### src/rtl/fetch_pkg.sv
// Shared definitions for the instruction fetch responder.
// Contents:
//   state_t    - fetch FSM states (IDLE, ISSUE, WAIT)
//   NOP_INSTR  - ADDI x0,x0,0, the instruction presented after reset or flush
//   ADDR_W_DEF - default byte-address width of the memory bus
//   PC_W       - word-address width for the default bus width
package fetch_pkg;

  typedef enum logic [1:0] {
    IDLE  = 2'd0,
    ISSUE = 2'd1,
    WAIT  = 2'd2
  } state_t;

  localparam logic [31:0] NOP_INSTR  = 32'h0000_0013;
  localparam int          ADDR_W_DEF = 32;
  localparam int          PC_W       = ADDR_W_DEF - 2;

endpackage

### src/rtl/imem_fetch_responder.sv
// Instruction-side fetch responder.
// Returns the instruction for the PC unit's word address from a single-entry
// address/instruction buffer. On a miss the buffer is filled over a
// valid/ready request + valid response memory bus, and stall is held high
// until the buffered word matches pc.
//
// Ports:
//   clk            in   clock, rising edge
//   reset          in   asynchronous active-high reset
//   pc             in   requested word address (ADDR_WIDTH-2 bits)
//   flush          in   invalidate the buffer (fence.i / redirect)
//   instr          out  buffered instruction, valid for pc when stall=0
//   stall          out  1 while the buffer does not hold pc
//   mem_req_valid  out  memory request valid (registered)
//   mem_req_ready  in   memory accepts the request
//   mem_req_addr   out  request byte address {req_addr, 2'b00} (registered)
//   mem_resp_valid in   memory response valid
//   mem_resp_data  in   memory response data
//
// States:
//   IDLE  | no request outstanding; a miss launches a request for pc
//   ISSUE | request presented, waiting for mem_req_ready
//   WAIT  | request accepted, waiting for mem_resp_valid
module imem_fetch_responder
  import fetch_pkg::*;
#(
  parameter int                    ADDR_WIDTH  = 32,
  parameter int                    DATA_WIDTH  = 32,
  parameter logic [DATA_WIDTH-1:0] RESET_INSTR = DATA_WIDTH'(NOP_INSTR)
) (
  input  logic                    clk,
  input  logic                    reset,
  input  logic [ADDR_WIDTH-3:0]   pc,
  input  logic                    flush,
  output logic [DATA_WIDTH-1:0]   instr,
  output logic                    stall,
  output logic                    mem_req_valid,
  input  logic                    mem_req_ready,
  output logic [ADDR_WIDTH-1:0]   mem_req_addr,
  input  logic                    mem_resp_valid,
  input  logic [DATA_WIDTH-1:0]   mem_resp_data
);

  localparam int PCW = ADDR_WIDTH - 2;

  state_t                state_q, state_d;
  logic                  buf_valid_q, buf_valid_d;
  logic [PCW-1:0]        buf_addr_q, buf_addr_d;
  logic [DATA_WIDTH-1:0] buf_data_q, buf_data_d;
  logic [PCW-1:0]        req_addr_q, req_addr_d;
  logic                  drop_q, drop_d;
  logic                  mem_req_valid_q, mem_req_valid_d;
  logic                  hit;

  assign hit           = buf_valid_q && (buf_addr_q == pc);
  assign stall         = !hit;
  assign instr         = buf_data_q;
  assign mem_req_valid = mem_req_valid_q;
  assign mem_req_addr  = {req_addr_q, 2'b00};

  always_ff @(posedge clk or posedge reset) begin
    if (reset) begin
      state_q         <= IDLE;
      buf_valid_q     <= 1'b0;
      buf_addr_q      <= '0;
      buf_data_q      <= RESET_INSTR;
      req_addr_q      <= '0;
      drop_q          <= 1'b0;
      mem_req_valid_q <= 1'b0;
    end else begin
      state_q         <= state_d;
      buf_valid_q     <= buf_valid_d;
      buf_addr_q      <= buf_addr_d;
      buf_data_q      <= buf_data_d;
      req_addr_q      <= req_addr_d;
      drop_q          <= drop_d;
      mem_req_valid_q <= mem_req_valid_d;
    end
  end

  always_comb begin
    state_d         = state_q;
    buf_valid_d     = buf_valid_q;
    buf_addr_d      = buf_addr_q;
    buf_data_d      = buf_data_q;
    req_addr_d      = req_addr_q;
    drop_d          = drop_q;
    mem_req_valid_d = mem_req_valid_q;

    if (flush) begin
      buf_valid_d = 1'b0;
    end

    unique case (state_q)
      IDLE: begin
        if (!hit && !flush) begin
          req_addr_d      = pc;
          mem_req_valid_d = 1'b1;
          state_d         = ISSUE;
        end
      end
      ISSUE: begin
        // The request stays up with a fixed address until accepted; a flush
        // here only marks the eventual response as stale.
        if (flush) begin
          drop_d = 1'b1;
        end
        if (mem_req_ready) begin
          mem_req_valid_d = 1'b0;
          state_d         = WAIT;
        end
      end
      WAIT: begin
        if (mem_resp_valid) begin
          // Stale data is still written, but left invalid so IDLE refetches.
          buf_data_d  = mem_resp_data;
          buf_addr_d  = req_addr_q;
          buf_valid_d = !(drop_q || flush);
          drop_d      = 1'b0;
          state_d     = IDLE;
        end else if (flush) begin
          drop_d = 1'b1;
        end
      end
      default: begin
        state_d = IDLE;
      end
    endcase
  end

endmodule
### config.mk
export PLATFORM = sky130hd
export DESIGN_NAME = imem_fetch_responder
export DESIGN_NICKNAME = d
export VERILOG_FILES = /design/src/rtl/fetch_pkg.sv /design/src/rtl/imem_fetch_responder.sv
export SDC_FILE = /design/constraint.sdc
export NUM_CORES = 1
export LEC_CHECK = 0
export ABC_AREA = 1
export BUFFER_PORTS_ARGS = -buffer_cell sky130_fd_sc_hd__buf_4
export CORE_ASPECT_RATIO = 1.5
export CORE_MARGIN = 3
export CORE_UTILIZATION = 52
export DETAILED_ROUTE_END_ITERATION = 8
export PLACE_DENSITY = 0.79
export SKIP_CTS_REPAIR_TIMING = 1
export SYNTH_ARGS = -nofsm -noshare
export SYNTH_HDL_FRONTEND = slang
export SYNTH_SLANG_ARGS = --single-unit
### constraint.sdc
create_clock -name clk -period 3.94 [get_ports clk]
set_input_delay 0.788 -clock clk [delete_from_list [all_inputs] [get_ports clk]]
set_output_delay 0.788 -clock clk [all_outputs]
set_load 0.01 [all_outputs]
==> out/qor.yml <==
status:
  status: "finished clean"
yosys:
  synth_largest_area_cell: "dfrtp_1"
  ys_types: 33
  synth-seq-area-share: 0.532
  synthCells: 524
  ys_ff_latch: 97
  synth.cell_area_sq_um: 4570
  yosys.area.top_type_share: 0.515
  ys_warn_count: 0
  synthTopCellsByArea: "dfrtp_1 (51%), nand2_1 (13%), inv_1 (8.1%), mux2_2 (7.9%), o21ai_0 (3.6%)"
  avgSynthCellArea_sq_um: 8.72
critical_path:
  regToRegStartpoint: "buf_addr_q[13]"
  startpoint_type: "input pin"
  reg2reg_depth: 13
  worstSetupPathType: "input pin to output pin"
  worstPathCellList: "buf_4 -> xnor2_1 -> nand2_1 -> nor3b_1 -> nand4_1 -> nor2_1 -> nand4_1 -> buf_4"
  endpoint_kind: "output pin"
  cp_max_fo: 2
  slowest_stage: "xnor2_1"
  required_ps: 3150
  cp.arrival_ps: 1930
  reg2reg_slack_ps: 1890
  crit_path_max_incr_delay_ps: 220
  r2r_end: "req_addr_q[25]"
floorplanning:
  initial_utilization: 0.540
  dieArea_sq_um: 9970
  io_pins: 133
  die_w_um: 82.5
  fp.dieH_um: 121
  fp.coreArea_sq_um: 8460
  num_rows: 41
final_layout:
  fin_cells: 763
  final_util: 0.702
  final_nets: 721
  n_antenna_cell: 0
  area_growth_pct: 30.1
  layout-drive-gt1-share: 0.288
timing:
  hold_viol_final: 0
  fmax_mhz: 368
  worst_pin_slew_ps: 805
  rsz0062_at_grt: "no"
  relSlewSlack: 0.463
  clock-skew-final_ps: 5.45
  setup_viol: 0
  final.min_clock_period_ps: 2710
  finalSetupTns_ps: 0
  fin_crit_sh: 0.689
  slew_violations: 0
  fin_ws_ps: 1230
placed_design:
  dp_slack_ps: 1220
  dp_cells: 747
  gp_congestion: 0.927
  hpwl_um: 7930
  portBuffers: 130
global_route:
  grtUsageTotal: 0.228
  grt_pass1_wl_um: 17500
  grt_max_degree: 67
  grt_remaining_overflow: 0
  grt_antenna_before_repair: 0
  grt_pass1_vias: 3974
detailed_routing:
  drt-vias-per-instance: 4.93
  dr_total_vias: 3760
  drcViolationCount: 0
  avgRoutedWirePerCell_um: 14.0
  finalWirelength_um: 10600
  top_layer_used: "met4"
  drt_iter0_drc: 210
  firstDrtPassIters: 4
  wl_met1_um: 3990
  ant_nets: 0
  dr_wl_met3_um: 738
  wl_met2_um: 5540
pwr:
  p_per_area_nw_per_um2: 788
  leakage_nw: 3.13
  ir_worst_vdd_v: 0.000488
  power_mw: 4.68
cts:
  clkTransAtPathRegs_ps: 70
  h-tree-depth: 3
  clock_sinks: 97
  cts_buffers: 9
  root_buffer: "clkbuf_16"
  clock_path_buffers: 2
  cts_tree: "done"
  clk_latency_ps: 340
worst_hold_path:
  min_path_type: "input pin to asynchronous set/reset pin"
run:
  cap_violations: 0
## kinds of logic (layout without fill, tap and decap cells)
logic type | after synthesis | after routing | share of synthesized area
flip-flops | 97 | 97 | 0.532
multiplexers | 32 | 32 | 0.0789
XOR/XNOR | 7 | 7 | 0.0134
buffers and inverters | 116 | 247 | 0.107
other | 1 | 2 | 0.000821
AND/OR/NAND/NOR | 193 | 193 | 0.172
adder cells (fa/ha/maj) | 3 | 3 | 0.00822
AO/OA/AOI/OAI | 75 | 75 | 0.0874
## layer usage
layer,vias to the layer above,GRT usage
li1,1860,-
met4,0,0.115
met1,1738,0.258
met3,29,0.0551
met5,-,0
met2,133,0.389
## cells in the final DEF, fill, tap and decap left out, types with 2 or more instances in the layout
master,netlist,final
a21oi_1,2,2
buf_4,2,132
bufinv_16,0,3
clkbuf_16,0,9
conb_1,1,2
dfrtp_1,94,94
dfstp_2,3,3
ha_1,3,3
inv_1,98,97
mux2_2,32,32
nand2_1,158,157
nand2_2,1,2
nand3_1,5,5
nand4_1,7,7
nor2_1,13,13
nor3_1,3,3
o2111ai_1,2,2
o21ai_0,33,33
o21ai_1,30,30
o22ai_1,4,4
xnor2_1,6,6
## Yosys cell counts (all sizes together)
library cell	n
a21boi	1
a21oi	2
a31o	1
and2	1
buf	10
clkbuf	8
conb	1
dfrtp	94
dfstp	3
ha	3
inv	98
mux2	32
nand2	159
nand3	5
nand4	7
nor2	14
nor3	3
nor3b	1
nor4	1
o2111ai	2
o211ai	1
o21ai	63
o22ai	4
o31ai	1
or2	2
xnor2	6
xor2	1
## state kept, by name (all words and copies together) (netlist names)
register       cells
instr             32
buf_valid_q        1
req_addr_q        30
state_q            2
drop_q             1
buf_addr_q        30
mem_req_valid      1
## critical path, delay by kind of cell
kind / cells / cell delay, ps
and+or+nand+nor: 5 / 640
buffers and inverters: 2 / 290
xor gates and xnor gates: 1 / 220
## final cells by class
| cell class | count | area, sq um |
|---|---|---|
| repair buffers | 133 | 1010 |
| clock buffers | 11 | 243 |
| well taps | 107 | 134 |
| inverters | 98 | 370 |
| flip-flops and latches | 97 | 2430 |
| multi-input cells | 312 | 1650 |
| fillers | 697 | 2520 |
| clock inverters | 5 | 103 |
## report_power, final
| part | switching (mW) | internal, mW |
|---|---|---|
| registers | 0.309 | 1.50 |
| clock network | 0.362 | 0.637 |
| logic | 0.972 | 0.905 |
## metrics by stage
step | instance area (sq um) | hold WS [ps]
6_report | 5940 | 430
5_1_grt | 5940 | 441
4_1_cts | 5940 | 431
3_5_place_dp | 5600 | 451
3_3_place_gp | 5600 | 447
2_1_floorplan | 4570 | 435
## how the worst max path moves through the flow
stage / from / endpoint / slack [ps] / cells past startpoint
6_report: pc[4] / stall / 1230 / 8
5_1_grt: pc[4] / stall / 1080 / 8
4_1_cts: pc[4] / stall / 1210 / 8
3_5_place_dp: pc[4] / stall / 1220 / 8
3_3_place_gp: pc[4] / stall / 1250 / 8
2_1_floorplan: reset / buf_addr_q[0] / 620 / 1
(Power assumes the default switching activity.)
